==> src/rtl/parking_gate_controller.sv <==
// Parking gate controller: debounces the entry/exit loop sensors, asks the
// parking_controller space flags before opening the entry barrier, sequences
// both barriers and emits one single-cycle car_entered/car_exited strobe per
// car that actually passes a gate. Exit strobes win arbitration; a losing
// entry strobe is held and issued the following cycle.
// Optional build macro: GATE_STATS_EN adds deny_count and timeout_count.
// Raw sensors are assumed to be synchronous to clk.
module parking_gate_controller #(
  parameter int unsigned DEBOUNCE_CYCLES = 4,
  parameter int unsigned OPEN_TIMEOUT    = 1000,
  parameter int unsigned TIMER_W         = 16
) (
  input  logic        clk,
  input  logic        rst,
  input  logic        arrive_sensor,
  input  logic        entry_pass_sensor,
  input  logic        card_uni,
  input  logic        depart_sensor,
  input  logic        exit_pass_sensor,
  input  logic        depart_uni,
  input  logic        is_uni_vacated_space,
  input  logic        is_vacated_space,
  output logic        car_entered,
  output logic        is_uni_car_entered,
  output logic        car_exited,
  output logic        is_uni_car_exited,
  output logic        entry_barrier_open,
  output logic        exit_barrier_open,
  output logic        entry_denied
`ifdef GATE_STATS_EN
  ,
  output logic [15:0] deny_count,
  output logic [15:0] timeout_count
`endif
);

  localparam int unsigned NumSens = 4;
  localparam int unsigned DbCntW  = $clog2(DEBOUNCE_CYCLES + 1);

  // Sensor indices into the debounce vectors
  localparam int unsigned SArrive    = 0;
  localparam int unsigned SEntryPass = 1;
  localparam int unsigned SDepart    = 2;
  localparam int unsigned SExitPass  = 3;

  localparam logic [DbCntW-1:0]  DbLast    = DbCntW'(DEBOUNCE_CYCLES - 1);
  localparam logic [TIMER_W-1:0] TimerLast = TIMER_W'(OPEN_TIMEOUT - 1);

  typedef enum logic [2:0] {
    EIdle,
    ECheck,
    EDeny,
    EOpen,
    EStrobe
  } entry_state_e;

  typedef enum logic [1:0] {
    XIdle,
    XOpen,
    XStrobe
  } exit_state_e;

  // ---------------------------------------------------------------------------
  // Debounce
  // ---------------------------------------------------------------------------
  logic [NumSens-1:0] raw;
  logic [NumSens-1:0] lvl_q;
  logic [NumSens-1:0] prev_q;
  logic [NumSens-1:0] rise;
  logic [DbCntW-1:0]  db_cnt_q [NumSens];

  assign raw  = {exit_pass_sensor, depart_sensor, entry_pass_sensor, arrive_sensor};
  assign rise = lvl_q & ~prev_q;

  // Accept a level change only after DEBOUNCE_CYCLES consecutive differing samples
  always_ff @(posedge clk or posedge rst) begin
    if (rst) begin
      lvl_q  <= '0;
      prev_q <= '0;
      for (int i = 0; i < NumSens; i++) begin
        db_cnt_q[i] <= '0;
      end
    end else begin
      prev_q <= lvl_q;
      for (int i = 0; i < NumSens; i++) begin
        if (raw[i] != lvl_q[i]) begin
          if (db_cnt_q[i] == DbLast) begin
            lvl_q[i]    <= raw[i];
            db_cnt_q[i] <= '0;
          end else begin
            db_cnt_q[i] <= db_cnt_q[i] + 1'b1;
          end
        end else begin
          db_cnt_q[i] <= '0;
        end
      end
    end
  end

  // ---------------------------------------------------------------------------
  // Strobe requests and arbitration
  // ---------------------------------------------------------------------------
  entry_state_e       e_state_q;
  exit_state_e        x_state_q;
  logic [TIMER_W-1:0] e_timer_q;
  logic [TIMER_W-1:0] x_timer_q;
  logic               e_uni_q;
  logic               x_uni_q;

  logic e_pass_ev, x_pass_ev;
  logic e_req, x_req;
  logic e_grant, x_grant;
  logic e_timeout, x_timeout;
  logic e_space_ok;

  // Requests come from a fresh pass event or a strobe still waiting for its slot
  always_comb begin
    e_pass_ev  = (e_state_q == EOpen) && rise[SEntryPass];
    x_pass_ev  = (x_state_q == XOpen) && rise[SExitPass];
    e_req      = e_pass_ev || ((e_state_q == EStrobe) && !car_entered);
    x_req      = x_pass_ev || ((x_state_q == XStrobe) && !car_exited);
    x_grant    = x_req;
    e_grant    = e_req && !x_req;
    // A pass event in the final open cycle takes precedence over the timeout
    e_timeout  = (e_state_q == EOpen) && !rise[SEntryPass] && (e_timer_q == TimerLast);
    x_timeout  = (x_state_q == XOpen) && !rise[SExitPass] && (x_timer_q == TimerLast);
    e_space_ok = e_uni_q ? is_uni_vacated_space : is_vacated_space;
  end

  // ---------------------------------------------------------------------------
  // Entry FSM with registered outputs
  // ---------------------------------------------------------------------------
  always_ff @(posedge clk or posedge rst) begin
    if (rst) begin
      e_state_q          <= EIdle;
      e_timer_q          <= '0;
      e_uni_q            <= 1'b0;
      entry_barrier_open <= 1'b0;
      entry_denied       <= 1'b0;
      car_entered        <= 1'b0;
      is_uni_car_entered <= 1'b0;
    end else begin
      entry_denied       <= 1'b0;
      car_entered        <= 1'b0;
      is_uni_car_entered <= 1'b0;
      unique case (e_state_q)
        EIdle: begin
          if (rise[SArrive]) begin
            e_uni_q   <= card_uni;
            e_state_q <= ECheck;
          end
        end
        ECheck: begin
          if (e_space_ok) begin
            e_state_q          <= EOpen;
            e_timer_q          <= '0;
            entry_barrier_open <= 1'b1;
          end else begin
            e_state_q    <= EDeny;
            entry_denied <= 1'b1;
          end
        end
        EDeny: begin
          e_state_q <= EIdle;
        end
        EOpen: begin
          if (e_pass_ev) begin
            entry_barrier_open <= 1'b0;
            e_state_q          <= EStrobe;
            if (e_grant) begin
              car_entered        <= 1'b1;
              is_uni_car_entered <= e_uni_q;
            end
          end else if (e_timeout) begin
            entry_barrier_open <= 1'b0;
            e_state_q          <= EIdle;
          end else begin
            e_timer_q <= e_timer_q + 1'b1;
          end
        end
        EStrobe: begin
          // Strobe already on the wire this cycle: done. Otherwise retry the slot.
          if (car_entered) begin
            e_state_q <= EIdle;
          end else if (e_grant) begin
            car_entered        <= 1'b1;
            is_uni_car_entered <= e_uni_q;
          end
        end
        default: begin
          e_state_q          <= EIdle;
          entry_barrier_open <= 1'b0;
        end
      endcase
    end
  end

  // ---------------------------------------------------------------------------
  // Exit FSM with registered outputs
  // ---------------------------------------------------------------------------
  always_ff @(posedge clk or posedge rst) begin
    if (rst) begin
      x_state_q         <= XIdle;
      x_timer_q         <= '0;
      x_uni_q           <= 1'b0;
      exit_barrier_open <= 1'b0;
      car_exited        <= 1'b0;
      is_uni_car_exited <= 1'b0;
    end else begin
      car_exited        <= 1'b0;
      is_uni_car_exited <= 1'b0;
      unique case (x_state_q)
        XIdle: begin
          if (rise[SDepart]) begin
            x_uni_q           <= depart_uni;
            x_timer_q         <= '0;
            exit_barrier_open <= 1'b1;
            x_state_q         <= XOpen;
          end
        end
        XOpen: begin
          if (x_pass_ev) begin
            exit_barrier_open <= 1'b0;
            x_state_q         <= XStrobe;
            if (x_grant) begin
              car_exited        <= 1'b1;
              is_uni_car_exited <= x_uni_q;
            end
          end else if (x_timeout) begin
            exit_barrier_open <= 1'b0;
            x_state_q         <= XIdle;
          end else begin
            x_timer_q <= x_timer_q + 1'b1;
          end
        end
        XStrobe: begin
          if (car_exited) begin
            x_state_q <= XIdle;
          end else if (x_grant) begin
            car_exited        <= 1'b1;
            is_uni_car_exited <= x_uni_q;
          end
        end
        default: begin
          x_state_q         <= XIdle;
          exit_barrier_open <= 1'b0;
        end
      endcase
    end
  end

`ifdef GATE_STATS_EN
  // ---------------------------------------------------------------------------
  // Saturating statistics
  // ---------------------------------------------------------------------------
  logic [16:0] to_sum;

  always_comb begin
    to_sum = {1'b0, timeout_count} + {15'd0, e_timeout} + {15'd0, x_timeout};
  end

  // Count each denial pulse and each barrier timeout, saturating at all-ones
  always_ff @(posedge clk or posedge rst) begin
    if (rst) begin
      deny_count    <= '0;
      timeout_count <= '0;
    end else begin
      if (entry_denied && (deny_count != 16'hFFFF)) begin
        deny_count <= deny_count + 16'd1;
      end
      timeout_count <= to_sum[16] ? 16'hFFFF : to_sum[15:0];
    end
  end
`endif

endmodule

==> config.mk <==
export PLATFORM = sky130hd
export DESIGN_NAME = parking_gate_controller
export DESIGN_NICKNAME = d
export VERILOG_FILES = /design/src/rtl/parking_gate_controller.sv
export SDC_FILE = /design/constraint.sdc
export NUM_CORES = 1
export LEC_CHECK = 0
export BUFFER_PORTS_ARGS = -buffer_cell sky130_fd_sc_hd__buf_4
export CAP_MARGIN = 20
export CORE_UTILIZATION = 55
export DETAILED_ROUTE_END_ITERATION = 7
export PLACE_DENSITY_LB_ADDON = 0.25
export RECOVER_POWER = 50
export SLEW_MARGIN = 20
export SYNTH_ARGS = -nofsm -noshare
export SYNTH_HDL_FRONTEND = slang
export SYNTH_SLANG_ARGS = --single-unit
==> constraint.sdc <==
create_clock -name clk -period 1.93 [get_ports clk]
set_input_delay 0.0965 -clock clk [delete_from_list [all_inputs] [get_ports clk]]
set_output_delay 0.0965 -clock clk [all_outputs]
set_load 0.02 [all_outputs]
==> results.yml <==
route:
  wl_um: 7080
  route.vias.total: 2730
  drt-vias-per-instance: 6.00
  route.antenna.remaining_nets: 0
  firstDrtPassIters: 4
  drc: 0
  drt-initial-drc-count: 180
  wire_per_inst_um: 15.6
die:
  dieArea_mm2: 0.00638
  start_util: 0.588
  rows: 27
  die_w_um: 79.9
  die_y_um: 79.9
  io_pins: 17
  design.core.area_mm2: 0.00568
setup_path:
  start_kind: "flip-flop"
  worstPathCellList: "or4b_4 > nor4_2 > buf_4 > o21ai_2 > mux2_4"
  crit_arrival_ns: 2.15
  reg2reg_slack_ns: 0.01
  slowest_stage: "or4b_4"
  crit_family: "simple AND/OR/NAND/NOR gates"
  path_buf_inv: 1
  crit_fanout: 10
  cp_slowest_stage_delay_ns: 0.54
  required_ns: 2.16
  critPathKind: "reg -> reg"
  end_kind: "flip-flop"
cells_and_area:
  drive_gt1_frac: 0.243
  nets: 398
  final_cell_mix: "dfrtp_1 (65), buf_4 (48), nand2_1 (25)"
  final_common_cell: "dfrtp_1"
  syn_to_final_growth_pct: 22.4
  antenna_cells: 0
  finalNonFillerCells: 455
power:
  power_frac_clock: 0.246
  p_leak_nw: 1.82
  netSwitchingFraction: 0.350
  powerDensity_mw_per_mm2: 1150
  pwr-share-seq: 0.400
  power_switching_w: 0.00164
  vdd_drop_max_mv: 1.00
  combPwrFrac: 0.354
  intPower_w: 0.00304
cts:
  clock_latency_ns: 0.34
  cts_made_buffers: 9
  cts_buffer_depth: 2
  cts_root_buf: "clkbuf_8"
  cts.clk_slew.worst_paths_ns: 0.07
  cts_tree: "yes"
  clock-sinks: 66
  htreeDepth: 3
sta:
  hold_viol: 0
  setup_viol: 0
  tns_ns: 0
  timing.final.max_slew_violations: 0
  skew_ns: 0.00673
  fin_crit_ns: 1.92
  timing.slew.headroom: 0.408
  fmax_mhz: 521
  tightest_slew_ns: 0.888
  post-route-period-util: 0.995
  rsz0062_at_grt: "yes"
run:
  max-cap-violations: 0
placed_design:
  globalplace.congestion: 0.854
  io_buffers: 16
  dpl.hpwl_um: 4790
  dpl.cell_count: 433
logic_synthesis:
  synth_cell_types: 51
  netlist_area_mm2: 0.00334
  synth-edff-count: 0
  syn_nets: 341
  ys_ff_latch: 66
  ys_async_sr_fraction: 1.00
  synth-main-ff-cell: "dfrtp_1"
  ys_warn_count: 0
  avgSynthCellArea_um2: 10.4
  synthCells: 322
  yosysSeqAreaShare: 0.495
global_route:
  antenna_found_initial: 0
  grt_pass1_vias: 2570
  grt_pass1_wl_um: 11700
  grtUsageTotal: 0.240
  grt-ovfl-total: 0
  grt_max_degree: 67
status:
  outcome: "complete, no violations"
worst_hold_path:
  min_path_type: "in -> reg"
registers in the layout, indices dropped and copies added, names as in the netlist, 2 cells and up:
signal     cells
e_timer_q     16
x_state_q      2
x_timer_q     16
lvl_q          4
e_state_q      3
db_cnt_q      12
prev_q         4
per-layer routing:
| metal | share of wire | wire length (µm) | track usage |
|---|---|---|---|
| met2 | 0.48 | 3380 | 0.372 |
| met5 | 0 | 0 | 0 |
| met3 | 0.034 | 240 | 0.0423 |
| met4 | 0.014 | 99 | 0.0982 |
| met1 | 0.47 | 3360 | 0.335 |
worst min-delay path: cells and delay by family:
kind                   cells  cell delay (ns)
buffers and inverters      1             0.09
AOI/OAI and AO/OA          1             0.08
and+or+nand+nor            1             0.04
cell type report:
cell class,instances,area (µm²)
sequential,66,1650
inverter,12,45.0
tap,72,90.1
fill,396,1590
clock inverter,5,55.1
timing repair buffer,56,445
clock buffer,10,138
multi-input combinational,234,1660
cell usage after synthesis, drive strengths merged (4+ instances only):
| library cell | number | area [µm²] |
|---|---|---|
| dfrtp | 66 | 1650 |
| nand2 | 26 | 97.6 |
| o21ai | 19 | 98.8 |
| nand3 | 16 | 80.1 |
| or4 | 16 | 120 |
| o31ai | 14 | 105 |
| a21oi | 13 | 65.1 |
| inv | 12 | 45.0 |
| nand2b | 10 | 62.6 |
| ha | 9 | 113 |
| mux2 | 8 | 93.8 |
| nor2b | 8 | 50.1 |
| nor4 | 8 | 62.6 |
| nor3b | 7 | 52.6 |
| or3 | 7 | 43.8 |
| clkbuf | 6 | 22.5 |
| nand3b | 6 | 45.0 |
| nand4 | 6 | 37.5 |
| and2 | 5 | 31.3 |
| and3 | 5 | 31.3 |
| nor3 | 5 | 25.0 |
| buf | 4 | 22.5 |
| mux2i | 4 | 40.0 |
| o211ai | 4 | 30.0 |
| o21a | 4 | 30.0 |
| o221ai | 4 | 35.0 |
| xnor2 | 4 | 35.0 |
final timing paths:
path                            endpoint  cells past startpoint             start
min in group asynchronous  e_timer_q[12]                      4               rst
min                             lvl_q[3]                      3  exit_pass_sensor
max in group asynchronous   x_timer_q[9]                      4               rst
max                         x_state_q[0]                      5      x_timer_q[4]
max reg2reg                 x_state_q[0]                      5      x_timer_q[4]
min reg2reg                  db_cnt_q[0]                      1       db_cnt_q[0]
cell families after synthesis:
logic type               count (synthesis)  share of synthesized area
AO/OA/AOI/OAI                           73                      0.148
XOR/XNOR                                 4                     0.0105
adder cells (fa/ha/maj)                  9                     0.0338
buffers and inverters                   22                     0.0270
flip-flops                              66                      0.495
multiplexers                            12                     0.0401
AND/OR/NAND/NOR                        136                      0.246
metrics by stage:
stage | worst slack, ns | util | hold slack [ns] | instance area, µm² | power [W]
after detailed placement | -0.0654 | 0.665 | 0.201 | 3770 | 0.00350
final | 0.0102 | 0.719 | 0.0113 | 4080 | 0.00468
after floorplan | 0.0338 | - | 0.213 | 3340 | 0.00293
after global routing | -0.0561 | 0.719 | 0.0191 | 4080 | 0.00495
after CTS | 0.0107 | 0.709 | 0.000910 | 4020 | 0.00468
after global placement | 0.0318 | 0.665 | 0.205 | 3770 | 0.00342
what timing repair did:
item | in CTS | in global routing
setup buffers | 0 | 2
hold buffers | 4 | 1
setup endpoints to repair | 6 | 20
gates resized for setup | 4 | 14
pin swaps | 0 | 2
endpoints found under the hold margin | 69 | 1
power groups by stage:
stage               sequential (W)  clock (W)  combinational [W]
finish                     0.00187    0.00115            0.00166
global placement           0.00189          0            0.00153
detailed placement         0.00190          0            0.00160
global route               0.00191    0.00122            0.00183
floorplan                  0.00191          0            0.00103
CTS                        0.00188    0.00117            0.00164
Note: power is estimated with default switching activity, not from simulation.
